File: config.mk
export PLATFORM = sky130hd
export DESIGN_NAME = ef_qspi_xip_line_reader_flat
export DESIGN_NICKNAME = d
export VERILOG_FILES = /design/src/rtl/ef_qspi_xip_line_reader_pkg.sv /design/src/rtl/ef_qspi_xip_line_reader_if.sv /design/src/rtl/ef_qspi_xip_line_reader.sv /design/src/flat_wrapper.sv
export SDC_FILE = /design/constraint.sdc
export NUM_CORES = 1
export LEC_CHECK = 0
export CORE_MARGIN = 8
export CORE_UTILIZATION = 62
export CTS_CLUSTER_DIAMETER = 30
export DETAILED_ROUTE_END_ITERATION = 12
export DONT_BUFFER_PORTS = 1
export GPL_ROUTABILITY_DRIVEN = 0
export PLACE_DENSITY_LB_ADDON = 0.1
export SLEW_MARGIN = 25
export SYNTH_ARGS = -nofsm -noshare
export SYNTH_HDL_FRONTEND = slang
export SYNTH_SLANG_ARGS = --single-unit
File: constraint.sdc
create_clock -name HCLK -period 2.7 [get_ports HCLK]
set_input_delay 0.54 -clock HCLK [delete_from_list [all_inputs] [get_ports HCLK]]
set_output_delay 0.54 -clock HCLK [all_outputs]
set_load 0.02 [all_outputs]
File: src/rtl/ef_qspi_xip_line_reader_pkg.sv
// Shared constants, FSM encoding and nibble helper for the QSPI XIP line reader.
package ef_qspi_xip_line_reader_pkg;

    localparam logic [7:0] CMD_SQI_FREAD = 8'hEB;
    localparam logic [7:0] MODE_CONT     = 8'hA0;
    localparam logic [7:0] MODE_NONE     = 8'hFF;

    // Phase lengths in sck cycles (one nibble per sck).
    localparam logic [7:0] CMD_LEN  = 8'd2;
    localparam logic [7:0] ADDR_LEN = 8'd6;
    localparam logic [7:0] MODE_LEN = 8'd2;
    localparam logic [7:0] EXIT_LEN = 8'd2;

    typedef enum logic [2:0] {
        StIdle,
        StCmd,
        StAddr,
        StMode,
        StDummy,
        StData,
        StDesel,
        StExit
    } state_e;

    // Nibble driven on dout for sck number idx of phase st.
    function automatic logic [3:0] tx_nibble(state_e st, logic [7:0] idx, logic [23:0] addr,
                                             logic [7:0] mode);
        logic [3:0]  nib;
        logic [23:0] sh;
        nib = 4'h0;
        sh  = addr << {idx, 2'b00};
        case (st)
            StCmd:   nib = idx[0] ? CMD_SQI_FREAD[3:0] : CMD_SQI_FREAD[7:4];
            StAddr:  nib = sh[23:20];
            StMode:  nib = idx[0] ? mode[3:0] : mode[7:4];
            StExit:  nib = 4'hF;
            default: nib = 4'h0;
        endcase
        return nib;
    endfunction

endpackage

File: src/rtl/ef_qspi_xip_line_reader_if.sv
// Cache-side request/write bus plus flash SQI pins of the line reader.
// slave: the line reader itself; master: cache fill logic + flash pads.
interface ef_qspi_xip_line_reader_if #(
    parameter int unsigned LINE_BYTES = 16
);
    localparam int unsigned IDX_W = $clog2(LINE_BYTES);

    logic             rd_req;
    logic [23:0]      rd_addr;
    logic             busy;
    logic             done;
    logic             wr_en;
    logic [IDX_W-1:0] wr_idx;
    logic [7:0]       wr_data;
    logic             sck;
    logic             ce_n;
    logic [3:0]       din;
    logic [3:0]       dout;
    logic [3:0]       douten;

    modport master (
        output rd_req, rd_addr, din,
        input  busy, done, wr_en, wr_idx, wr_data, sck, ce_n, dout, douten
    );

    modport slave (
        input  rd_req, rd_addr, din,
        output busy, done, wr_en, wr_idx, wr_data, sck, ce_n, dout, douten
    );

endinterface

File: src/rtl/ef_qspi_xip_line_reader.sv
// Flash-side line-fill engine: one SQI Fast Read (EBh) per request, bytes streamed to the
// cache line buffer, then a chip-deselect interval.
// Build option: define EF_QSPI_XIP_CONT_READ_EN for continuous-read mode (mode byte A0h,
// CMD skipped after the first transaction, mode-exit sequence after reset).
module ef_qspi_xip_line_reader
    import ef_qspi_xip_line_reader_pkg::*;
#(
    parameter int unsigned LINE_BYTES     = 16,
    parameter int unsigned DUMMY_CYCLES   = 4,
    parameter int unsigned CS_HIGH_CYCLES = 4
) (
    input logic                      HCLK,
    input logic                      HRESETn,
    ef_qspi_xip_line_reader_if.slave bus
);

    localparam int unsigned IDX_W     = $clog2(LINE_BYTES);
    localparam logic [7:0]  DATA_LEN  = 8'(2 * LINE_BYTES);
    localparam logic [7:0]  DUMMY_LEN = 8'(DUMMY_CYCLES);
    localparam logic [7:0]  CS_LAST   = 8'(CS_HIGH_CYCLES - 1);
    localparam logic [23:0] ADDR_MASK = ~(24'(LINE_BYTES) - 24'd1);

`ifdef EF_QSPI_XIP_CONT_READ_EN
    localparam logic CONT_EN = 1'b1;
`else
    localparam logic CONT_EN = 1'b0;
`endif

    localparam logic [7:0] MODE_BYTE = CONT_EN ? MODE_CONT : MODE_NONE;

    state_e           state_q, state_d, start_st;
    logic [7:0]       cnt_q, cnt_d;          // sck index within the current phase
    logic [7:0]       phase_len;
    logic             ph_q, ph_d;            // 0: phase A (sck low), 1: phase B (sck high)
    logic             sck_q, sck_d;
    logic             ce_n_q, ce_n_d;
    logic [3:0]       dout_q, dout_d;
    logic [3:0]       douten_q, douten_d;
    logic [23:0]      addr_q, addr_d;
    logic [3:0]       hi_q, hi_d;
    logic [7:0]       byte_q, byte_d;
    logic [IDX_W-1:0] byte_idx_q, byte_idx_d;
    logic             byte_vld_q, byte_vld_d;
    logic             wr_en_q, wr_en_d;
    logic [IDX_W-1:0] wr_idx_q, wr_idx_d;
    logic [7:0]       wr_data_q, wr_data_d;
    logic             done_q, done_d;
    logic [7:0]       cs_cnt_q, cs_cnt_d;
    logic             cont_q, cont_d;        // flash is in continuous-read mode
    logic             exit_q, exit_d;        // mode-exit sequence still owed after reset

    // Length of the current bus phase in sck cycles.
    always_comb begin
        phase_len = 8'd1;
        case (state_q)
            StCmd:   phase_len = CMD_LEN;
            StAddr:  phase_len = ADDR_LEN;
            StMode:  phase_len = MODE_LEN;
            StDummy: phase_len = DUMMY_LEN;
            StData:  phase_len = DATA_LEN;
            StExit:  phase_len = EXIT_LEN;
            default: phase_len = 8'd1;
        endcase
    end

    // Next-state logic: sck phase toggle, nibble sequencing, din capture and deselect timing.
    always_comb begin
        state_d    = state_q;
        cnt_d      = cnt_q;
        ph_d       = ph_q;
        sck_d      = sck_q;
        ce_n_d     = ce_n_q;
        dout_d     = dout_q;
        douten_d   = douten_q;
        addr_d     = addr_q;
        hi_d       = hi_q;
        byte_d     = byte_q;
        byte_idx_d = byte_idx_q;
        byte_vld_d = 1'b0;
        done_d     = 1'b0;
        cs_cnt_d   = cs_cnt_q;
        cont_d     = cont_q;
        exit_d     = exit_q;
        start_st   = cont_q ? StAddr : StCmd;

        // Byte writes trail the second-nibble capture by one HCLK.
        wr_en_d   = byte_vld_q;
        wr_idx_d  = byte_vld_q ? byte_idx_q : wr_idx_q;
        wr_data_d = byte_vld_q ? byte_q : wr_data_q;

        unique case (state_q)
            StIdle: begin
                sck_d    = 1'b0;
                ce_n_d   = 1'b1;
                dout_d   = 4'h0;
                douten_d = 4'h0;
                if (exit_q) begin
                    exit_d   = 1'b0;
                    state_d  = StExit;
                    ce_n_d   = 1'b0;
                    cnt_d    = 8'd0;
                    ph_d     = 1'b0;
                    dout_d   = 4'hF;
                    douten_d = 4'hF;
                end else if (bus.rd_req) begin
                    addr_d   = bus.rd_addr & ADDR_MASK;
                    state_d  = start_st;
                    ce_n_d   = 1'b0;
                    cnt_d    = 8'd0;
                    ph_d     = 1'b0;
                    douten_d = 4'hF;
                    dout_d   = tx_nibble(start_st, 8'd0, bus.rd_addr & ADDR_MASK, MODE_BYTE);
                end
            end

            StDesel: begin
                if (cs_cnt_q == CS_LAST) begin
                    state_d = StIdle;
                end else begin
                    cs_cnt_d = cs_cnt_q + 8'd1;
                end
            end

            default: begin
                if (!ph_q) begin
                    if (state_q == StData && cnt_q == DATA_LEN) begin
                        // Tail cycle after the last sck: last byte is being written.
                        state_d  = StDesel;
                        ce_n_d   = 1'b1;
                        done_d   = 1'b1;
                        cs_cnt_d = 8'd0;
                    end else begin
                        ph_d  = 1'b1;
                        sck_d = 1'b1;
                        if (state_q == StData) begin
                            if (!cnt_q[0]) begin
                                hi_d = bus.din;
                            end else begin
                                byte_d     = {hi_q, bus.din};
                                byte_idx_d = cnt_q[IDX_W:1];
                                byte_vld_d = 1'b1;
                            end
                        end
                    end
                end else begin
                    ph_d  = 1'b0;
                    sck_d = 1'b0;
                    if (cnt_q != phase_len - 8'd1) begin
                        cnt_d  = cnt_q + 8'd1;
                        dout_d = tx_nibble(state_q, cnt_q + 8'd1, addr_q, MODE_BYTE);
                    end else begin
                        cnt_d = 8'd0;
                        case (state_q)
                            StCmd:   state_d = StAddr;
                            StAddr:  state_d = StMode;
                            StMode: begin
                                state_d  = StDummy;
                                douten_d = 4'h0;
                                cont_d   = CONT_EN;
                            end
                            StDummy: state_d = StData;
                            StData:  cnt_d = DATA_LEN;
                            StExit: begin
                                state_d  = StDesel;
                                ce_n_d   = 1'b1;
                                douten_d = 4'h0;
                                cs_cnt_d = 8'd0;
                            end
                            default: state_d = StIdle;
                        endcase
                        dout_d = tx_nibble(state_d, cnt_d, addr_q, MODE_BYTE);
                    end
                end
            end
        endcase
    end

    // State and output registers; reset drops the pins immediately and discards a partial line.
    always_ff @(posedge HCLK or negedge HRESETn) begin
        if (!HRESETn) begin
            state_q    <= StIdle;
            cnt_q      <= 8'd0;
            ph_q       <= 1'b0;
            sck_q      <= 1'b0;
            ce_n_q     <= 1'b1;
            dout_q     <= 4'h0;
            douten_q   <= 4'h0;
            addr_q     <= 24'h0;
            hi_q       <= 4'h0;
            byte_q     <= 8'h0;
            byte_idx_q <= '0;
            byte_vld_q <= 1'b0;
            wr_en_q    <= 1'b0;
            wr_idx_q   <= '0;
            wr_data_q  <= 8'h0;
            done_q     <= 1'b0;
            cs_cnt_q   <= 8'd0;
            cont_q     <= 1'b0;
            exit_q     <= CONT_EN;
        end else begin
            state_q    <= state_d;
            cnt_q      <= cnt_d;
            ph_q       <= ph_d;
            sck_q      <= sck_d;
            ce_n_q     <= ce_n_d;
            dout_q     <= dout_d;
            douten_q   <= douten_d;
            addr_q     <= addr_d;
            hi_q       <= hi_d;
            byte_q     <= byte_d;
            byte_idx_q <= byte_idx_d;
            byte_vld_q <= byte_vld_d;
            wr_en_q    <= wr_en_d;
            wr_idx_q   <= wr_idx_d;
            wr_data_q  <= wr_data_d;
            done_q     <= done_d;
            cs_cnt_q   <= cs_cnt_d;
            cont_q     <= cont_d;
            exit_q     <= exit_d;
        end
    end

    assign bus.busy    = (state_q != StIdle);
    assign bus.done    = done_q;
    assign bus.wr_en   = wr_en_q;
    assign bus.wr_idx  = wr_idx_q;
    assign bus.wr_data = wr_data_q;
    assign bus.sck     = sck_q;
    assign bus.ce_n    = ce_n_q;
    assign bus.dout    = dout_q;
    assign bus.douten  = douten_q;

endmodule

File: src/flat_wrapper.sv
// flat-port wrapper written by rule: the top's interface ports become plain ports
module ef_qspi_xip_line_reader_flat import ef_qspi_xip_line_reader_pkg::*;
#(
    parameter int unsigned LINE_BYTES     = 16,
    parameter int unsigned DUMMY_CYCLES   = 4,
    parameter int unsigned CS_HIGH_CYCLES = 4
)
  (HCLK, HRESETn, bus_rd_req, bus_rd_addr, bus_din, bus_busy, bus_done, bus_wr_en, bus_wr_idx, bus_wr_data, bus_sck, bus_ce_n, bus_dout, bus_douten);
  ef_qspi_xip_line_reader_if #(.LINE_BYTES(LINE_BYTES)) bus_i ();
  input logic HCLK;
  input logic HRESETn;
  input wire logic [$bits(bus_i.rd_req)-1:0] bus_rd_req;
  input wire logic [$bits(bus_i.rd_addr)-1:0] bus_rd_addr;
  input wire logic [$bits(bus_i.din)-1:0] bus_din;
  output wire logic [$bits(bus_i.busy)-1:0] bus_busy;
  output wire logic [$bits(bus_i.done)-1:0] bus_done;
  output wire logic [$bits(bus_i.wr_en)-1:0] bus_wr_en;
  output wire logic [$bits(bus_i.wr_idx)-1:0] bus_wr_idx;
  output wire logic [$bits(bus_i.wr_data)-1:0] bus_wr_data;
  output wire logic [$bits(bus_i.sck)-1:0] bus_sck;
  output wire logic [$bits(bus_i.ce_n)-1:0] bus_ce_n;
  output wire logic [$bits(bus_i.dout)-1:0] bus_dout;
  output wire logic [$bits(bus_i.douten)-1:0] bus_douten;
  assign bus_i.rd_req = bus_rd_req;
  assign bus_i.rd_addr = bus_rd_addr;
  assign bus_i.din = bus_din;
  assign bus_busy = bus_i.busy;
  assign bus_done = bus_i.done;
  assign bus_wr_en = bus_i.wr_en;
  assign bus_wr_idx = bus_i.wr_idx;
  assign bus_wr_data = bus_i.wr_data;
  assign bus_sck = bus_i.sck;
  assign bus_ce_n = bus_i.ce_n;
  assign bus_dout = bus_i.dout;
  assign bus_douten = bus_i.douten;
  ef_qspi_xip_line_reader #(.LINE_BYTES(LINE_BYTES), .DUMMY_CYCLES(DUMMY_CYCLES), .CS_HIGH_CYCLES(CS_HIGH_CYCLES)) u_core (.HCLK(HCLK), .HRESETn(HRESETn), .bus(bus_i));
endmodule
==> impl_metrics.json, run 1 <==
{
  "p_sw_mw": 0.520,
  "postLayoutCellArea_um2": 4290,
  "drc": 0,
  "synthCells": 355,
  "period_share_pct": 91.4,
  "num_vias": 2749,
  "cts.sinks": 78,
  "tightest_slew_ns": 0.727,
  "setup_tns_ns": 0,
  "design.die.area_um2": 9210,
  "worstSetupPathType": "flip-flop to flip-flop",
  "pwr-share-seq_pct": 56.0,
  "dp.cells": 422,
  "drive_gt1_share_pct": 27.3,
  "antennaDiodeCount": 0,
  "synth_edf_count": 0,
  "peakVddDrop_uv": 481,
  "swShare_pct": 23.8,
  "slew_viol_final": 0,
  "synth.cell_area_um2": 3960,
  "clock_latency_ns": 0.36,
  "hold_violations": 0,
  "io_pins": 56,
  "htree_num_levels": 3,
  "yosys.area.top_type": "dfrtp_1",
  "fin_nets": 393,
  "ys_seq_area_share_pct": 49.3,
  "ys_seq_elements": 78,
  "pwr-share-clk_pct": 41.2,
  "synth_flop_cell": "dfrtp_1",
  "yosysMostFrequentCell": "dfrtp_1",
  "slew_headroom_pct": 51.6,
  "io_buffers": 0,
  "cp_slowest_stage_delay_ns": 0.43,
  "p_comb_share_pct": 2.9,
  "std_cell_rows": 29,
  "finClkSkew_ns": 0.0139,
  "p_int_mw": 1.67,
  "first_pass_iters": 4,
  "fillers": 470,
  "cts_tree": "built",
  "grt_util_all_layers_pct": 19.4,
  "min_path_type": "input pin to async pin",
  "antenna_found_initial": 0,
  "area_growth_pct": 8.33,
  "clockBufferDepth": 2,
  "crit_top_cell": "buf_4",
  "power_density_nw_per_um2": 510,
  "multi_input_area_um2": 1850,
  "min_period_ns": 2.47,
  "p_leak_nw": 1.83,
  "viasPerCell": 6.25,
  "cts_root_buffer": "clkbuf_8",
  "critical_path_arrival_ns": 2.74,
  "cp_num_buf_inv": 2,
  "grt_overflow": 0,
  "outcome": "completed",
  "fp.dieH_um": 96.0,
  "final_cell_count_no_fill": 440,
  "start_util_pct": 63.1,
  "postSynthAreaPerCell_um2": 11.2,
  "synth.distinct_cells": 59,
  "die_w_um": 96.0,
  "synth_common_cells": "dfrtp_1 (77), mux2_2 (47), o21ai_0 (24)",
  "grt_pass1_vias": 2744,
  "rsz0062_at_grt": "no",
  "finalSetupViolCount": 0,
  "clk_pin_slew_worst_paths_ns": 0.08,
  "cp_slowest_cell": "dfrtp_1",
  "drtAntennaViolNets": 0,
  "numCtsBuffers": 9,
  "cp-end-kind": "flip-flop",
  "grt_pass1_wl_mm": 13.8,
  "critPathRequiredTime_ns": 2.97,
  "start_kind": "flip-flop",
  "design.core.area_um2": 6280,
  "cp_max_fo": 10,
  "regArea_um2": 1950,
  "routed_wl_mm": 8.16,
  "drtIter0Drc": 151,
  "crit_chain": "and2b_1, buf_4, ha_1, xor2_1, nand3_2, a211oi_2, buf_4, a21oi_1, a311oi_2, a2bb2oi_1",
  "yosysTopAreaCellShare_pct": 48.6,
  "dp_hpwl_mm": 5.63,
  "wire_per_inst_um": 18.5,
  "ys_warn_count": 0,
  "synth.area.top_cells": "dfrtp_1 (49%), mux2_2 (13%), o21ai_0 (3.0%), a21oi_1 (2.4%), mux4_2 (2.3%)",
  "fmax_mhz": 405,
  "synthesis.nets": 390,
  "crit_family": "compound AO/OA/AOI/OAI gates",
  "ys_async_sr_fraction_pct": 100,
  "dpl_cell_area_um2": 4040,
  "maxCapViolCount": 0,
  "grt_max_degree": 78
}
## cell usage in the layout (no fill, tap or decap), types with 2 or more instances in the layout
master,instances
dfrtp_1,77
mux2_2,47
o21ai_0,24
nand2_1,23
a21oi_1,19
nor2_1,17
buf_4,17
and3_1,14
clkbuf_8,9
inv_1,8
nand3_1,8
xor2_1,7
xnor2_1,5
nor3_1,5
o21a_1,5
o21ai_1,5
mux4_2,4
o31ai_1,4
nand4_1,4
ha_1,4
nor2b_1,3
a31oi_1,3
or3_1,2
a21o_1,2
a21boi_0,2
a2bb2oi_1,2
o22ai_1,2
a211oi_1,2
clkinv_4,2
clkinvlp_4,2
## cell families (layout without fill, tap and decap cells)
| logic type | Yosys count | after routing | synth area share, % |
|---|---|---|---|
| and+or+nand+nor | 89 | 89 | 11.9 |
| AOI/OAI and AO/OA | 85 | 85 | 14.5 |
| DFF | 78 | 78 | 49.3 |
| muxes | 52 | 52 | 15.9 |
| buffers and inverters | 35 | 43 | 4.58 |
| xor gates and xnor gates | 12 | 12 | 2.65 |
| adders and majority gates | 4 | 4 | 1.26 |
## metal layers
layer / vias up / GRT usage (%) / wire (µm)
li1: 1286 / - / -
met1: 1389 / 24.5 / 3550
met2: 61 / 30.0 / 3900
met3: 13 / 5.69 / 549
met4: 0 / 9.22 / 159
met5: - / 0 / 0
## stage by stage
stage          total power, mW  utilization [%]  setup slack (ns)  hold WS [ns]
2_1_floorplan             1.28                -             0.204         0.244
3_3_place_gp              1.28             64.3             0.128         0.247
3_5_place_dp              1.29             64.3             0.131         0.247
4_1_cts                   2.21             68.0             0.111        0.0108
5_1_grt                   2.26             68.4           0.00408       0.00533
6_report                  2.19             68.4             0.233        0.0195
## area by class of cell
type / instances / area share, %
multi-input cells: 242 / 43.1
well taps: 77 / 2.24
clock buffers: 9 / 2.88
inverters: 9 / 0.787
repair buffers: 18 / 3.61
clock inverters: 7 / 1.92
flip-flops and latches: 78 / 45.5
## sequential cells by signal, summed over array words and instances, names as in the netlist, 3 cells and up
signal,flops
u_core.cs_cnt_q,8
u_core.bus.wr_data,8
u_core.byte_q,8
u_core.state_q,3
u_core.addr_q,20
u_core.bus.dout,4
u_core.hi_q,4
u_core.cnt_q,8
u_core.byte_idx_q,4
u_core.bus.wr_idx,4
## path summary, 6_finish.rpt
path / depth (start not counted) / startpoint / slack, ns / to
min in group HCLK: 1 / bus_din[3] / 0.33 / u_core.byte_q[3]
setup reg to reg: 10 / u_core.state_q[1] / 0.23 / u_core.bus.dout[2]
setup / recovery: 10 / u_core.state_q[1] / 0.23 / u_core.bus.dout[2]
hold reg to reg: 1 / u_core.byte_idx_q[3] / 0.50 / u_core.bus.wr_idx[3]
hold / removal: 0 / HRESETn / 0.02 / u_core.bus.ce_n
max in group asynchronous: 1 / HRESETn / 2.31 / u_core.addr_q[10]
## what timing repair did
action,4_1_cts,5_1_grt
resized for setup,0,4
hold buffers,1,0
setup buffers,0,1
endpoints found under the setup margin,0,8
hold endpoints to repair,77,0
## power groups by stage
stage                     combinational, mW  clock [mW]  sequential [mW]
after CTS                            0.0657       0.917             1.23
final                                0.0627       0.901             1.23
after global routing                 0.0720       0.960             1.23
after detailed placement             0.0379           0             1.25
after floorplan                      0.0334           0             1.24
after global placement               0.0357           0             1.25
Power figures use the tool's default switching activity.
==> inputs of run 2 (changes only) <==
--- a/config.mk
+++ b/config.mk
@@ -5,8 +5,9 @@
 export SDC_FILE = /design/constraint.sdc
 export NUM_CORES = 1
 export LEC_CHECK = 0
+export ABC_CLOCK_PERIOD_IN_PS = 2240
 export CORE_MARGIN = 8
-export CORE_UTILIZATION = 62
+export CORE_UTILIZATION = 57
 export CTS_CLUSTER_DIAMETER = 30
 export DETAILED_ROUTE_END_ITERATION = 12
 export DONT_BUFFER_PORTS = 1
==> constraint.sdc (replaced) <==
create_clock -name HCLK -period 2.24 [get_ports HCLK]
set_input_delay 0.448 -clock HCLK [delete_from_list [all_inputs] [get_ports HCLK]]
set_output_delay 0.448 -clock HCLK [all_outputs]
set_load 0.02 [all_outputs]
==> run 2 against run 1 <==
The run now ends with negative hold slack, negative setup slack left. Worst setup slack worse by 0.43 ns. Final cell count up 7.0%. Register-to-register slack worse by 0.43 ns. Combinational power down 28%. Largest cell class unchanged.
==> impl_metrics.json, run 2 (same netlist as run 1, synthesis figures left out) <==
{
  "critical_path_arrival_ns": 2.73,
  "drc": 0,
  "largest_reg_flops": 20,
  "fin_nets": 421,
  "postLayoutCellArea_um2": 4560,
  "hold_violations": 78,
  "clk_pin_slew_worst_paths_ns": 0.09,
  "top_register": "u_core.addr_q",
  "slew_headroom_pct": 51.1,
  "final_cell_mix": "dfrtp_1 (77), mux2_2 (47), buf_4 (39)",
  "finClkSkew_ns": 0.0146,
  "routed_wl_mm": 8.52,
  "grt_max_degree": 79,
  "clock_latency_ns": 0.36,
  "p_leak_nw": 1.97,
  "fmax_mhz": 411,
  "critPathRequiredTime_ns": 2.53,
  "timing.final.ws_setup_ns": -0.196,
  "std_cell_rows": 30,
  "design.core.area_um2": 6760,
  "drtIter0Drc": 161,
  "start_util_pct": 58.7,
  "dpl_cell_area_um2": 4250,
  "violations": "negative hold slack, negative setup slack",
  "outcome": "complete, but fails checks",
  "grt_util_all_layers_pct": 18.7,
  "min_period_ns": 2.44,
  "cp_max_fo": 6,
  "cp_slowest_cell": "dfrtp_1",
  "drive_gt1_share_pct": 35.0,
  "cp_num_buf_inv": 1,
  "fp.dieH_um": 99.4,
  "cp-end-kind": "flip-flop",
  "start_kind": "flip-flop",
  "crit_chain": "and2b_2, o21ai_1, ha_1, xor2_1, nand3_2, buf_6, o31ai_4, o2111ai_4, a2111o_1, o21ai_1",
  "antennaDiodeCount": 0,
  "regArea_um2": 1950,
  "setup_tns_ns": -1.63,
  "cts_root_buffer": "clkbuf_8",
  "fillers": 527,
  "numCtsBuffers": 9,
  "rsz0062_at_grt": "yes",
  "dp_hpwl_mm": 6.04,
  "cts.sinks": 78,
  "design.die.area_um2": 9880,
  "layout_commonest_cell": "dfrtp_1",
  "grt_pass1_vias": 2871,
  "cp_slowest_stage_delay_ns": 0.41,
  "die_w_um": 99.4,
  "crit_top_cell": "o21ai_1",
  "htree_num_levels": 3,
  "period_share_pct": 109,
  "num_vias": 2827,
  "area_growth_pct": 15.1,
  "antenna_found_initial": 0,
  "slew_viol_final": 0,
  "peakVddDrop_uv": 506,
  "tightest_slew_ns": 0.733,
  "power_density_nw_per_um2": 548,
  "io_buffers": 0,
  "finalSetupViolCount": 19,
  "worstSetupPathType": "flip-flop to flip-flop",
  "io_pins": 56,
  "grt_pass1_wl_mm": 14.5,
  "multi_input_area_um2": 1900,
  "drtAntennaViolNets": 0,
  "clockBufferDepth": 2,
  "cts_tree": "built",
  "finalHoldWorstSlack_ns": -0.227,
  "wire_per_inst_um": 18.1,
  "power_mw": 2.50,
  "min_path_type": "input pin to async pin",
  "grt_overflow": 0,
  "crit_family": "compound AO/OA/AOI/OAI gates",
  "viasPerCell": 6.00,
  "first_pass_iters": 4,
  "maxCapViolCount": 0
}
-- run 2: per-stage QoR --
step | setup WS, ns | std cells | hold slack, ns | utilization, %
after floorplan | -0.105 | 355 | 0.152 | -
after global placement | -0.264 | 448 | 0.155 | 62.9
after detailed placement | -0.267 | 448 | 0.155 | 62.9
after CTS | -0.156 | 467 | -0.238 | 66.5
after global routing | -0.363 | 471 | -0.249 | 67.5
final | -0.196 | 471 | -0.227 | 67.5
-- run 2: area by class of cell --
class                           instances  share of cell area [%]
Clock inverter                          7                    1.26
Inverter                                9                   0.740
Timing Repair Buffer                   46                    8.72
Clock buffer                            9                    2.71
Sequential cell                        78                    42.8
Multi-Input combinational cell        242                    41.6
Tap cell                               80                    2.19
-- run 2: final timing paths --
path                                      start              endpoint  slack, ns  depth (start not counted)
min reg2reg                u_core.byte_idx_q[0]  u_core.byte_idx_q[0]       0.50                          2
max reg2reg                   u_core.state_q[1]     u_core.state_q[1]      -0.20                         10
min                                     HRESETn    u_core.bus.dout[3]      -0.23                          0
max                           u_core.state_q[1]     u_core.state_q[1]      -0.20                         10
min in group HCLK                    bus_din[2]        u_core.hi_q[2]       0.23                          1
max in group asynchronous               HRESETn       u_core.bus.ce_n       2.29                          0
-- run 2: timing repair --
| item | in CTS | in global routing |
|---|---|---|
| buffers inserted | 4 | 4 |
| endpoints found under the hold margin | 78 | 78 |
| endpoints found under the setup margin | 22 | 43 |
| gates resized for setup | 10 | 17 |
| pin swaps | 8 | 4 |
-- run 2: per-layer routing --
layer / vias to the layer above / global-route usage, % / routed length [µm]
li1: 1344 / - / -
met1: 1393 / 23.1 / 3740
met2: 77 / 29.5 / 4080
met3: 13 / 5.80 / 567
met4: 0 / 7.92 / 143
met5: - / 0 / 0
-- run 2: power breakdown --
group	switching, mW	leakage (nW)	total (mW)	internal [mW]
logic	0.0128	0.905	0.0452	0.0323
registers	0.0319	0.973	1.48	1.45
clock network	0.562	0.0881	0.979	0.417
==> inputs of run 3 (changes only) <==
--- a/config.mk
+++ b/config.mk
@@ -5,9 +5,9 @@
 export SDC_FILE = /design/constraint.sdc
 export NUM_CORES = 1
 export LEC_CHECK = 0
-export ABC_CLOCK_PERIOD_IN_PS = 2240
+export ABC_CLOCK_PERIOD_IN_PS = 3000
 export CORE_MARGIN = 8
-export CORE_UTILIZATION = 57
+export CORE_UTILIZATION = 62
 export CTS_CLUSTER_DIAMETER = 30
 export DETAILED_ROUTE_END_ITERATION = 12
 export DONT_BUFFER_PORTS = 1
==> constraint.sdc (replaced) <==
create_clock -name HCLK -period 3 [get_ports HCLK]
set_input_delay 0.6 -clock HCLK [delete_from_list [all_inputs] [get_ports HCLK]]
set_output_delay 0.6 -clock HCLK [all_outputs]
set_load 0.02 [all_outputs]
==> run 3 against run 2 <==
The run now ends clean. Final area shrank 5.5%. Hold slack gained 0.31 ns. Sequential share of layout area grew 2.5 points.
==> impl_metrics.json, run 3 (same netlist as run 1, synthesis figures left out) <==
{
  "first_pass_iters": 4,
  "dp.cells": 423,
  "clock_latency_ns": 0.36,
  "routed_wl_mm": 7.97,
  "drive_gt1_share_pct": 26.4,
  "finClkSkew_ns": 0.0115,
  "p_leak_nw": 1.84,
  "crit_chain": "and2b_1, o21ai_0, ha_1, xor2_1, nand3_1, a2111oi_0, o211a_1, or2b_4, a31oi_1",
  "grt_util_all_layers_pct": 19.5,
  "min_path_type": "input pin to async pin",
  "top_register": "u_core.addr_q",
  "cp_slowest_cell": "dfrtp_1",
  "design.die.area_um2": 9210,
  "hold_violations": 0,
  "pwr-share-seq_pct": 53.8,
  "drtAntennaViolNets": 0,
  "design.core.area_um2": 6280,
  "pre_cts_ws_ns": 0.330,
  "antenna_found_initial": 0,
  "period_share_pct": 90.0,
  "crit_path_start": "u_core.state_q[1]",
  "io_pins": 56,
  "clk_pin_slew_worst_paths_ns": 0.08,
  "fp.dieH_um": 96.0,
  "r2r_slack_ns": 0.30,
  "endpoint": "u_core.cs_cnt_q[4]",
  "io_buffers": 0,
  "post-cts-setup-buffers": 0,
  "r2r_cells": 9,
  "peakVddDrop_uv": 589,
  "dp_hpwl_mm": 5.57,
  "start_util_pct": 63.1,
  "finalHoldWorstSlack_ns": 0.0783,
  "final_cell_count_no_fill": 440,
  "area_growth_pct": 8.81,
  "cts_tree": "built",
  "rsz0062_at_grt": "no",
  "timing.final.ws_setup_ns": 0.299,
  "viasPerCell": 6.16,
  "min_period_ns": 2.70,
  "pwr-share-clk_pct": 43.4,
  "drtIter0Drc": 115,
  "fmax_mhz": 370,
  "power_mw": 2.05,
  "cts_hold_buf": 1,
  "num_vias": 2712,
  "final_cell_mix": "dfrtp_1 (77), mux2_2 (47), o21ai_0 (24)",
  "cp_slowest_stage_delay_ns": 0.50,
  "setup_tns_ns": 0,
  "cts.sinks": 78,
  "cp_max_fo": 9,
  "clockBufferDepth": 2,
  "grt_pass1_vias": 2812,
  "crit_family": "compound AO/OA/AOI/OAI gates",
  "p_sw_mw": 0.445,
  "p_comb_share_pct": 2.7,
  "wire_per_inst_um": 18.1,
  "postCtsResizedCells": 0,
  "r2r-start": "u_core.state_q[1]",
  "start_kind": "flip-flop",
  "slew_headroom_pct": 51.7,
  "critical_path_arrival_ns": 2.93,
  "antennaDiodeCount": 0,
  "worst-path-stages": 9,
  "layout_commonest_cell": "dfrtp_1",
  "cts_root_buffer": "clkbuf_8",
  "htree_num_levels": 3,
  "std_cell_rows": 29,
  "worstSetupPathType": "flip-flop to flip-flop",
  "die_w_um": 96.0,
  "largest_reg_flops": 20,
  "fin_nets": 393,
  "grt_max_degree": 78,
  "grt_pass1_wl_mm": 13.6,
  "finalSetupViolCount": 0,
  "numCtsBuffers": 9,
  "maxCapViolCount": 0,
  "tightest_slew_ns": 0.725,
  "cp-end-kind": "flip-flop",
  "drc": 0,
  "outcome": "completed",
  "grt_overflow": 0,
  "swShare_pct": 21.8,
  "p_int_mw": 1.60,
  "slew_viol_final": 0,
  "power_density_nw_per_um2": 475,
  "cp_num_buf_inv": 0,
  "reg2reg_to": "u_core.cs_cnt_q[4]",
  "critPathRequiredTime_ns": 3.23
}
-- run 3: per-layer routing --
| layer | routed length (µm) | share of wire (%) | global-route usage (%) | up-vias |
|---|---|---|---|---|
| met2 | 3700 | 46 | 29.3 | 60 |
| met3 | 528 | 6.6 | 7.02 | 16 |
| li1 | - | - | - | 1283 |
| met5 | 0 | 0 | 0 | - |
| met4 | 189 | 2.4 | 9.60 | 0 |
| met1 | 3560 | 45 | 24.3 | 1353 |
-- run 3: stage by stage --
stage / area [µm²] / util [%]
6_report: 4310 / 68.7
5_1_grt: 4310 / 68.7
4_1_cts: 4310 / 68.7
3_5_place_dp: 4060 / 64.6
3_3_place_gp: 4060 / 64.6
2_1_floorplan: 3960 / -
-- run 3: worst reg2reg max path: stages (launching register included) --
cell and delay (ns):
dfrtp_1 0.50, and2b_1 0.26, o21ai_0 0.18, ha_1 0.26, xor2_1 0.16, nand3_1 0.19
a2111oi_0 0.49, o211a_1 0.29, or2b_4 0.16, a31oi_1 0.08
-- run 3: power groups by stage --
stage	Clock [mW]	Sequential [mW]	Combinational, mW
finish	0.889	1.10	0.0560
global route	0.947	1.11	0.0639
CTS	0.908	1.10	0.0580
detailed placement	0	1.12	0.0337
global placement	0	1.12	0.0322
floorplan	0	1.12	0.0300
-- run 3: how the worst min path moves through the flow --
stage	depth (start not counted)	endpoint	slack [ns]	startpoint
3_3_place_gp	0	u_core.cs_cnt_q[6]	0.31	HRESETn
3_5_place_dp	0	u_core.cs_cnt_q[7]	0.31	HRESETn
5_1_grt	0	u_core.bus.ce_n	0.05	HRESETn
2_1_floorplan	0	u_core.addr_q[10]	0.30	HRESETn
4_1_cts	0	u_core.bus.ce_n	0.07	HRESETn
6_report	0	u_core.bus.ce_n	0.08	HRESETn
-- run 3: layout make-up --
cell class	instances	area, µm²
multi-input combinational	242	1830
fill	460	1960
sequential	78	1950
tap	77	96.3
clock buffer	10	138
timing repair buffer	18	168
inverter	9	33.8
clock inverter	6	92.6
